**src/rtl/dcache_mem_responder_if.sv**
```systemverilog
// Cache-line request/response bundle plus the word-bus side of the responder.
// Latency: none, this is wiring only.
// Backpressure: req_ready/resp_ready for lines, mem_gnt for word beats.
interface dcache_mem_responder_if #(
  parameter int LINE_WORDS = 4,
  parameter int ADDR_W     = 32
);
  // cache side
  logic                     req_valid;
  logic                     req_wen;
  logic [ADDR_W-1:0]        req_addr;
  logic [LINE_WORDS*32-1:0] req_data;
  logic                     req_ready;
  logic                     resp_valid;
  logic [LINE_WORDS*32-1:0] resp_data;
  logic                     resp_ready;
  // word-bus side
  logic                     mem_req;
  logic                     mem_we;
  logic [ADDR_W-1:0]        mem_addr;
  logic [31:0]              mem_wdata;
  logic                     mem_gnt;
  logic                     mem_rvalid;
  logic [31:0]              mem_rdata;

  // responder view
  modport slave (
    input  req_valid, req_wen, req_addr, req_data, resp_ready,
    input  mem_gnt, mem_rvalid, mem_rdata,
    output req_ready, resp_valid, resp_data,
    output mem_req, mem_we, mem_addr, mem_wdata
  );

  // cache + word-bus view
  modport master (
    output req_valid, req_wen, req_addr, req_data, resp_ready,
    output mem_gnt, mem_rvalid, mem_rdata,
    input  req_ready, resp_valid, resp_data,
    input  mem_req, mem_we, mem_addr, mem_wdata
  );
endinterface

```
**src/rtl/dcache_mem_responder.sv**
```systemverilog
// Serialises D-cache line write-backs/fills into 32-bit word-bus beats and regathers fill words into a line.
// Latency: first beat the cycle after accept; zero-wait write 4 cycles, fill response 6 cycles after accept.
// Backpressure: one line in flight (req_ready only in IDLE); beats held until mem_gnt; response held until resp_ready.
module dcache_mem_responder #(
  parameter int LINE_WORDS = 4,
  parameter int ADDR_W     = 32
) (
  input  logic                  clk,
  input  logic                  rst,
  dcache_mem_responder_if.slave bus,
  output logic                  err
);
  // counters hold 0..LINE_WORDS, so one bit more than the word index
  localparam int CW = $clog2(LINE_WORDS) + 1;
  localparam int IW = CW - 1;
  localparam logic [CW-1:0] LAST = CW'(LINE_WORDS - 1);
  localparam logic [CW-1:0] FULL = CW'(LINE_WORDS);

  typedef enum logic [1:0] {IDLE, WRITE, READ, RESP} state_t;

  state_t                       state, state_nxt;
  logic [ADDR_W-1:0]            base;
  logic [CW-1:0]                icnt;   // beats granted
  logic [CW-1:0]                rcnt;   // words received
  logic [LINE_WORDS-1:0][31:0]  line;   // write-back data, then fill data
  logic                         rd_take;
  logic                         unused_addr_lsb;

  // the low nibble of the request address selects within the line and is discarded
  assign unused_addr_lsb = ^bus.req_addr[3:0];

  // a returned word is only stored while a fill is still expecting words
  assign rd_take = bus.mem_rvalid && (state == READ) && (rcnt < FULL);

  assign bus.mem_addr  = base + ADDR_W'({icnt, 2'b00});
  assign bus.mem_wdata = line[icnt[IW-1:0]];
  assign bus.resp_data = line;

  // state register
  always_ff @(posedge clk) begin
    if (rst) state <= IDLE;
    else     state <= state_nxt;
  end

  // next-state and handshake outputs, all decoded from state/counters only
  always_comb begin
    state_nxt      = state;
    bus.req_ready  = (state == IDLE);
    bus.resp_valid = (state == RESP);
    bus.mem_req    = 1'b0;
    bus.mem_we     = 1'b0;
    case (state)
      IDLE: begin
        if (bus.req_valid) state_nxt = bus.req_wen ? WRITE : READ;
      end
      WRITE: begin
        bus.mem_req = 1'b1;
        bus.mem_we  = 1'b1;
        if (bus.mem_gnt && icnt == LAST) state_nxt = IDLE;
      end
      READ: begin
        bus.mem_req = (icnt < FULL);
        if (rd_take && rcnt == LAST) state_nxt = RESP;
      end
      RESP: begin
        if (bus.resp_ready) state_nxt = IDLE;
      end
      default: state_nxt = IDLE;
    endcase
  end

  // request latch, beat/word counters, fill gathering and sticky error
  always_ff @(posedge clk) begin
    if (rst) begin
      base <= '0;
      icnt <= '0;
      rcnt <= '0;
      line <= '0;
      err  <= 1'b0;
    end else begin
      if (state == IDLE && bus.req_valid) begin
        base <= {bus.req_addr[ADDR_W-1:4], 4'b0000};
        line <= bus.req_data;
        icnt <= '0;
        rcnt <= '0;
      end
      if (bus.mem_req && bus.mem_gnt && icnt < FULL) icnt <= icnt + CW'(1);
      if (rd_take) begin
        line[rcnt[IW-1:0]] <= bus.mem_rdata;
        rcnt               <= rcnt + CW'(1);
      end else if (bus.mem_rvalid) begin
        err <= 1'b1;
      end
    end
  end
endmodule

```
**src/flat_wrapper.sv**
```systemverilog
// flat-port wrapper written by rule: the top's interface ports become plain ports
module dcache_mem_responder_flat 
#(
  parameter int LINE_WORDS = 4,
  parameter int ADDR_W     = 32
)
  (clk, rst, err, bus_req_valid, bus_req_wen, bus_req_addr, bus_req_data, bus_resp_ready, bus_mem_gnt, bus_mem_rvalid, bus_mem_rdata, bus_req_ready, bus_resp_valid, bus_resp_data, bus_mem_req, bus_mem_we, bus_mem_addr, bus_mem_wdata);
  dcache_mem_responder_if #(.LINE_WORDS(LINE_WORDS), .ADDR_W(ADDR_W)) bus_i ();
  input  logic clk;
  input  logic rst;
  output logic err;
  input wire logic [$bits(bus_i.req_valid)-1:0] bus_req_valid;
  input wire logic [$bits(bus_i.req_wen)-1:0] bus_req_wen;
  input wire logic [$bits(bus_i.req_addr)-1:0] bus_req_addr;
  input wire logic [$bits(bus_i.req_data)-1:0] bus_req_data;
  input wire logic [$bits(bus_i.resp_ready)-1:0] bus_resp_ready;
  input wire logic [$bits(bus_i.mem_gnt)-1:0] bus_mem_gnt;
  input wire logic [$bits(bus_i.mem_rvalid)-1:0] bus_mem_rvalid;
  input wire logic [$bits(bus_i.mem_rdata)-1:0] bus_mem_rdata;
  output wire logic [$bits(bus_i.req_ready)-1:0] bus_req_ready;
  output wire logic [$bits(bus_i.resp_valid)-1:0] bus_resp_valid;
  output wire logic [$bits(bus_i.resp_data)-1:0] bus_resp_data;
  output wire logic [$bits(bus_i.mem_req)-1:0] bus_mem_req;
  output wire logic [$bits(bus_i.mem_we)-1:0] bus_mem_we;
  output wire logic [$bits(bus_i.mem_addr)-1:0] bus_mem_addr;
  output wire logic [$bits(bus_i.mem_wdata)-1:0] bus_mem_wdata;
  assign bus_i.req_valid = bus_req_valid;
  assign bus_i.req_wen = bus_req_wen;
  assign bus_i.req_addr = bus_req_addr;
  assign bus_i.req_data = bus_req_data;
  assign bus_i.resp_ready = bus_resp_ready;
  assign bus_i.mem_gnt = bus_mem_gnt;
  assign bus_i.mem_rvalid = bus_mem_rvalid;
  assign bus_i.mem_rdata = bus_mem_rdata;
  assign bus_req_ready = bus_i.req_ready;
  assign bus_resp_valid = bus_i.resp_valid;
  assign bus_resp_data = bus_i.resp_data;
  assign bus_mem_req = bus_i.mem_req;
  assign bus_mem_we = bus_i.mem_we;
  assign bus_mem_addr = bus_i.mem_addr;
  assign bus_mem_wdata = bus_i.mem_wdata;
  dcache_mem_responder #(.LINE_WORDS(LINE_WORDS), .ADDR_W(ADDR_W)) u_core (.clk(clk), .rst(rst), .bus(bus_i), .err(err));
endmodule
```
**config.mk**
```make
export PLATFORM = sky130hd
export DESIGN_NAME = dcache_mem_responder_flat
export DESIGN_NICKNAME = d
export VERILOG_FILES = /design/src/rtl/dcache_mem_responder_if.sv /design/src/rtl/dcache_mem_responder.sv /design/src/flat_wrapper.sv
export SDC_FILE = /design/constraint.sdc
export NUM_CORES = 1
export LEC_CHECK = 0
export CAP_MARGIN = 0
export CELL_PAD_IN_SITES_DETAIL_PLACEMENT = 0
export CELL_PAD_IN_SITES_GLOBAL_PLACEMENT = 1
export CORE_ASPECT_RATIO = 1.4
export CORE_UTILIZATION = 29
export CTS_CLUSTER_SIZE = 40
export DETAILED_ROUTE_END_ITERATION = 8
export PLACE_DENSITY_LB_ADDON = 0.1
export SYNTH_ARGS = -nofsm -noshare
export SYNTH_HDL_FRONTEND = slang
export SYNTH_SLANG_ARGS = --single-unit
```
**constraint.sdc**
```tcl
create_clock -name clk -period 2.1 [get_ports clk]
set_input_delay 0.315 -clock clk [delete_from_list [all_inputs] [get_ports clk]]
set_output_delay 0.315 -clock clk [all_outputs]
set_load 0.02 [all_outputs]
```
==> summary.md, run 1 <==
| Metric | Value |
|---|---|
| Status | finished with violations |
| Failing checks | negative setup slack |
| Final Max Tran Viols | 0 |
| Part of the power in registers | 32.2% |
| Grt total ovfl | 0 |
| Initial Util | 29.5% |
| Synthesized area | 8380 µm² |
| Final #Nets | 1631 |
| Root Driver | clkbuf_16 |
| Sequential share of the synthesized area | 39.4% |
| Share of cells above drive strength 1 | 16.1% |
| Sink Count | 165 |
| Die Y | 203 µm |
| Hold Path Class | in -> reg |
| Hold Path End | u_core.state[1]$_SDFFE_PP0P_ |
| EDFF count, synth | 0 |
| NetSw | 5.02 mW |
| Unrepaired setup endpoints after global routing | yes |
| Detailed Route WL | 34400 µm |
| Clock network power share | 24.0% |
| First DRT Iteration DRCs | 365 |
| Min cycle time layout | 2.44 ns |
| First-pass iteration count of the detailed router | 5 |
| Vias | 8913 |
| Post-DP Area | 13100 µm² |
| Most frequent cells in the layout | clkdlybuf4s50_1, nand2_1, dfxtp_1, nor2_1, a311oi_1 |
| Most common cell after layout, fill and taps aside | clkdlybuf4s50_1 |
| Crit-path max FO | 7 |
| Vias in the first global route | 8848 |
| Synth async-reset ratio | 0% |
| Syn_area_per_cell | 8.24 µm² |
| Fin area | 13800 µm² |
| Row count | 73 |
| IO Port Bufs | 389 |
| Filler instances | 2795 |
| Combinational Power Share | 43.8% |
| Predominant post-synthesis flop cell | dfxtp_1 |
| Total Die Area | 29600 µm² |
| Int Power | 8.51 mW |
| Sw Ratio | 37.1% |
| Setup TNS | -4.58 ns |
| First-pass GRT wire length | 52100 µm |
| RR Startpoint | u_core.state[0]$_SDFFE_PP0P_ |
| Clk_lat worst skew | 0.43 ns |
| Hold path depth | 2 |
| Pwr dens | 978 nW/µm² |
| FF-to-FF setup slack | 0.21 ns |
| H-Tree Depth | 4 |
| FF-to-FF End | u_core.bus.resp_data[100]$_SDFF_PP0_ |
| Seq cells post-synth | 165 |
| # IOs | 396 |
| Crit end category | output port |
| Synth Warn # | 0 |
| Worst Path Class, Setup | reg -> out |
| Static Leak | 5.30 nW |
| Worst setup SP type | register |
| Number of CTS-inserted buffers | 17 |
| Core area | 28400 µm² |
| Period Utilization, post-route | 116% |
| Largest net degree at the start of global routing | 69 |
| Worst Skew | 0.00856 ns |
| DP HPWL | 24400 µm |
| Slew margin rel. | 64.2% |
| Die Width | 146 µm |
| Clock slew at reported path FFs | 0.07 ns |
| Worst Path Required | 1.78 ns |
| DR vias/cell | 4.93 |
| Initial antenna violation count | 3 |
| GRT Overall Usage | 22.9% |
| Final setup violation count | 29 |
| Depth of the most critical reg-to-reg path | 8 |
| Post-route DRC | 0 |
| CTS tree | done |
| Distinct cells, synth | 37 |
| Post-Place Setup Slack | -0.378 ns |
| P&R area growth vs syn | 65.2% |
| Setup ws final | -0.338 ns |
| CTS Buffer Depth | 2 |
| Slew of the pin with the lowest slew margin | 0.536 ns |
| WL/cell | 19.0 µm |
| Number of max-cap violations | 0 |
| Max Clock Freq | 0.410 GHz |
| Crit path DAT | 2.12 ns |
| Cells after Synth | 1017 |
| Post-layout power | 13.5 mW |
| Hold Startpoint | rst |
| Finished Core Util | 48.7% |
| Post-DRT Antenna Nets | 0 |
| Maximum vdd ir drop | 619 µV |
| Global placement routability congestion | 0.869 |
| Hold Fails Final Rpt | 0 |
-- critical path: stages, from the launching register on --
cell and delay, ns:
dfxtp_2 0.35, ha_4 0.15, ha_4 0.12, nand4_1 0.17, nor4_4 0.22, buf_6 0.17, buf_4 0.13, nand3_4 0.08
xnor2_2 0.15, buf_4 0.16
-- layer usage --
| layer | up-vias | GRT usage [%] | share of wire (%) |
|---|---|---|---|
| li1 | 4378 | - | - |
| met1 | 4184 | 26.9 | 41 |
| met2 | 303 | 39.5 | 50 |
| met3 | 48 | 5.80 | 6.6 |
| met4 | 0 | 9.81 | 2.9 |
| met5 | - | 0 | 0 |
-- Yosys cell counts, types with 2 or more instances --
master / count / area [µm²]
ha_1: 14 / 175
nand2_4: 4 / 45.0
clkbuf_1: 47 / 176
and2_1: 3 / 18.8
buf_4: 9 / 67.6
inv_1: 9 / 33.8
a21oi_1: 36 / 180
and3_1: 3 / 18.8
buf_2: 20 / 100
xor2_1: 5 / 43.8
mux2i_1: 2 / 20.0
mux4_2: 32 / 721
or2_2: 2 / 12.5
a311oi_1: 128 / 1120
buf_1: 6 / 22.5
dfxtp_1: 165 / 3300
nand4_1: 8 / 50.1
nand3b_1: 2 / 15.0
xnor2_1: 21 / 184
and4_1: 3 / 26.3
nand2_1: 321 / 1200
nand3_1: 14 / 70.1
buf_6: 8 / 90.1
nor2_1: 140 / 526
nor2b_1: 3 / 18.8
-- layout make-up --
type                    instances  area, µm²  area share (%)
clock inverters                10        121           0.877
inverters                       9       33.8           0.244
clock buffers                  22        484            3.50
diodes                          3       7.51          0.0543
multi-input cells             754       4680            33.8
repair buffers                471       4730            34.2
flip-flops and latches        165       3310            23.9
well taps                     375        469            3.39
-- logic make-up after synthesis --
kind of cell,count (synthesis),share of synthesized area (%)
simple gates,509,24.9
compound gates,169,16.1
flops,165,39.4
buf+inv,99,5.86
mux,34,8.84
xor+xnor,26,2.72
fa+ha+maj,14,2.09
other cells,1,0.0448
-- metrics by stage --
step,hold slack (ns),std cells
after floorplan,0.440,1018
after global placement,0.452,1757
after detailed placement,0.454,1757
after CTS,0.287,1800
after global routing,0.317,1809
final,0.299,1809
-- sequential cells by signal (all words and copies together), names as in the netlist --
name,count
u_core.state,2
u_core.base,28
u_core.bus.resp_data,128
u_core.err,1
u_core.rcnt,3
u_core.icnt,3
-- power groups by stage --
stage | clock network (mW) | logic (mW) | registers (mW)
2_1_floorplan | 0 | 2.36 | 4.92
3_3_place_gp | 0 | 5.98 | 4.42
3_5_place_dp | 0 | 6.00 | 4.42
4_1_cts | 3.35 | 5.88 | 4.37
5_1_grt | 3.46 | 6.35 | 4.45
6_report | 3.25 | 5.93 | 4.36
-- how the worst max path moves through the flow --
stage | start | endpoint | slack [ns]
2_1_floorplan | u_core.icnt[2]$_SDFFE_PP0P_ | bus_mem_addr[26] | 0.06
3_3_place_gp | u_core.icnt[2]$_SDFFE_PP0P_ | bus_mem_addr[28] | -0.36
3_5_place_dp | u_core.icnt[2]$_SDFFE_PP0P_ | bus_mem_addr[26] | -0.38
4_1_cts | u_core.base[4]$_SDFFE_PP0P_ | bus_mem_addr[26] | -0.44
5_1_grt | u_core.base[4]$_SDFFE_PP0P_ | bus_mem_addr[20] | -0.44
6_report | u_core.base[4]$_SDFFE_PP0P_ | bus_mem_addr[20] | -0.34
-- what timing repair did --
item / in CTS / in global routing
endpoints found under the setup margin: 62 / 54
setup buffers: 12 / 9
pin swaps: 8 / 8
hold buffers: 0 / 0
gates resized for setup: 288 / 52
(Power assumes the default switching activity.)
==> run 2: changes to the inputs <==
--- a/config.mk
+++ b/config.mk
@@ -13,6 +13,7 @@
 export CTS_CLUSTER_SIZE = 40
 export DETAILED_ROUTE_END_ITERATION = 8
 export PLACE_DENSITY_LB_ADDON = 0.1
+export SKIP_CTS_REPAIR_TIMING = 1
 export SYNTH_ARGS = -nofsm -noshare
 export SYNTH_HDL_FRONTEND = slang
 export SYNTH_SLANG_ARGS = --single-unit
==> summary.md, run 2 (same netlist as run 1, synthesis figures left out) <==
| Metric | Value |
|---|---|
| Status | finished with violations |
| Failing checks | negative setup slack |
| Setup ws final | -0.394 ns (-0.0562 ns) |
| Post-layout power | 13.4 mW (-0.91%) |
| Post-DRT Antenna Nets | 0 (unchanged) |
| WL/cell | 19.0 µm (+0.12%) |
| First-pass GRT wire length | 51700 µm (-0.62%) |
| Largest net degree at the start of global routing | 69 (unchanged) |
| Worst Skew | 0.00889 ns (+0.000332 ns) |
| Sink Count | 165 (unchanged) |
| Vias | 8913 (unchanged) |
| H-Tree Depth | 4 (unchanged) |
| Post-route DRC | 0 (unchanged) |
| Crit-path cells | ha_4 -> ha_4 -> nand4_1 -> nor4_4 -> buf_6 -> buf_4 -> nand3_2 -> xnor2_2 -> buf_4 |
| GRT Overall Usage | 22.8% (-0.16 points) |
| CTS tree | done |
| Detailed Route WL | 34200 µm (-0.60%) |
| Post-Place Setup Slack | -0.378 ns (unchanged) |
| WHS | 0.303 ns (+0.00350 ns) |
| Row count | 73 (unchanged) |
| Worst setup SP type | register |
| Initial antenna violation count | 3 (unchanged) |
| Number of CTS-inserted buffers | 17 (unchanged) |
| DR vias/cell | 4.96 (+0.72%) |
| Worst Path Required | 1.78 ns (about the same) |
| Crit-path max FO | 7 (unchanged) |
| Largest register FFs | 128 (unchanged) |
| Clk_lat worst skew | 0.44 ns (about the same) |
| Final Max Tran Viols | 0 (unchanged) |
| Slew of the pin with the lowest slew margin | 0.548 ns (+0.0123 ns) |
| Total Die Area | 29600 µm² (unchanged) |
| Grt total ovfl | 0 (unchanged) |
| Maximum vdd ir drop | 610 µV (-1.4%) |
| Final #Nets | 1618 (-0.80%) |
| CP max-delay cell | dfxtp_2 |
| Global placement routability congestion | 0.869 (unchanged) |
| Slew margin rel. | 63.4% (-0.82 points) |
| Vias in the first global route | 8801 (-0.53%) |
| Most frequent cells in the layout | clkdlybuf4s50_1, nand2_1, dfxtp_1, nor2_1, a311oi_1 |
| # IOs | 396 (unchanged) |
| First-pass iteration count of the detailed router | 6 (+1) |
| Initial Util | 29.5% (unchanged) |
| Post-DP Area | 13100 µm² (unchanged) |
| Hold Fails Final Rpt | 0 (unchanged) |
| Number of max-cap violations | 0 (unchanged) |
| Max Clock Freq | 0.401 GHz (-2.3%) |
| Worst Path Class, Setup | reg -> out |
| Min cycle time layout | 2.49 ns (+0.0562 ns) |
| Unrepaired setup endpoints after global routing | yes |
| P&R area growth vs syn | 64.2% |
| Static Leak | 5.43 nW (+2.5%) |
| Crit end category | output port |
| Crit path DAT | 2.18 ns (+0.06 ns) |
| Final setup violation count | 30 (+3.4%) |
| Die Y | 203 µm (unchanged) |
| CTS Buffer Depth | 2 (unchanged) |
| First DRT Iteration DRCs | 312 (-15%) |
| Clock slew at reported path FFs | 0.07 ns (about the same) |
| Core area | 28400 µm² (unchanged) |
| DP HPWL | 24400 µm (unchanged) |
| Period Utilization, post-route | 119% (+2.7 points) |
| Pwr dens | 975 nW/µm² (-0.29%) |
| Root Driver | clkbuf_16 |
| Share of cells above drive strength 1 | 15.0% (-1.1 points) |
| Hold Path Class | in -> reg |
| Most common cell after layout, fill and taps aside | clkdlybuf4s50_1 |
| CP peak stage delay | 0.36 ns (about the same) |
| Die Width | 146 µm (unchanged) |
| Setup TNS | -3.47 ns (+1.11 ns) |
| IO Port Bufs | 389 (unchanged) |
| Fin area | 13800 µm² (-0.62%) |
## run 2: final cells by class
| type | instances | area [µm²] |
|---|---|---|
| inverters | 9 | 33.8 |
| diodes | 3 | 7.51 |
| repair buffers | 458 | 4600 |
| fillers | 2777 | 14700 |
| well taps | 375 | 469 |
| clock buffers | 22 | 484 |
| multi-input cells | 754 | 4720 |
| clock inverters | 10 | 121 |
| flip-flops and latches | 165 | 3310 |
## run 2: worst max-delay path, delay by kind of cell (launching register included)
family,cells,cell delay [ns]
xor+xnor,1,0.16
fa+ha+maj,2,0.28
buf+inv,3,0.47
flops,1,0.36
simple gates,3,0.47
## run 2: final timing paths
kind                               startpoint                      endpoint  slack [ns]  cells past startpoint
setup reg to reg  u_core.icnt[0]$_SDFFE_PP0P_  u_core.state[1]$_SDFFE_PP0P_        0.17                      9
setup / recovery  u_core.icnt[2]$_SDFFE_PP0P_              bus_mem_addr[20]       -0.39                      9
hold / removal                            rst  u_core.state[1]$_SDFFE_PP0P_        0.30                      2
hold reg to reg   u_core.base[4]$_SDFFE_PP0P_   u_core.base[4]$_SDFFE_PP0P_        0.48                      2
## run 2: metal layers
layer  track usage (%)  part of all wire, %  vias up
li1                  -                    -     4354
met1              26.8                   41     4216
met2              39.1                   50      297
met3              5.87                  6.3       46
met4              9.66                  2.7        0
met5                 0                    0        -
## run 2: power by group
group          total (mW)  switching (mW)  internal [mW]
clock                3.25            1.37           1.89
sequential           4.37           0.583           3.78
combinational        5.79            3.05           2.75
total                13.4            5.00           8.42
## run 2: through the flow
stage / util (%) / instances
after floorplan: - / 1018
after global placement: 46.1 / 1757
after detailed placement: 46.1 / 1757
after CTS: 48.2 / 1789
after global routing: 48.4 / 1796
final: 48.4 / 1796
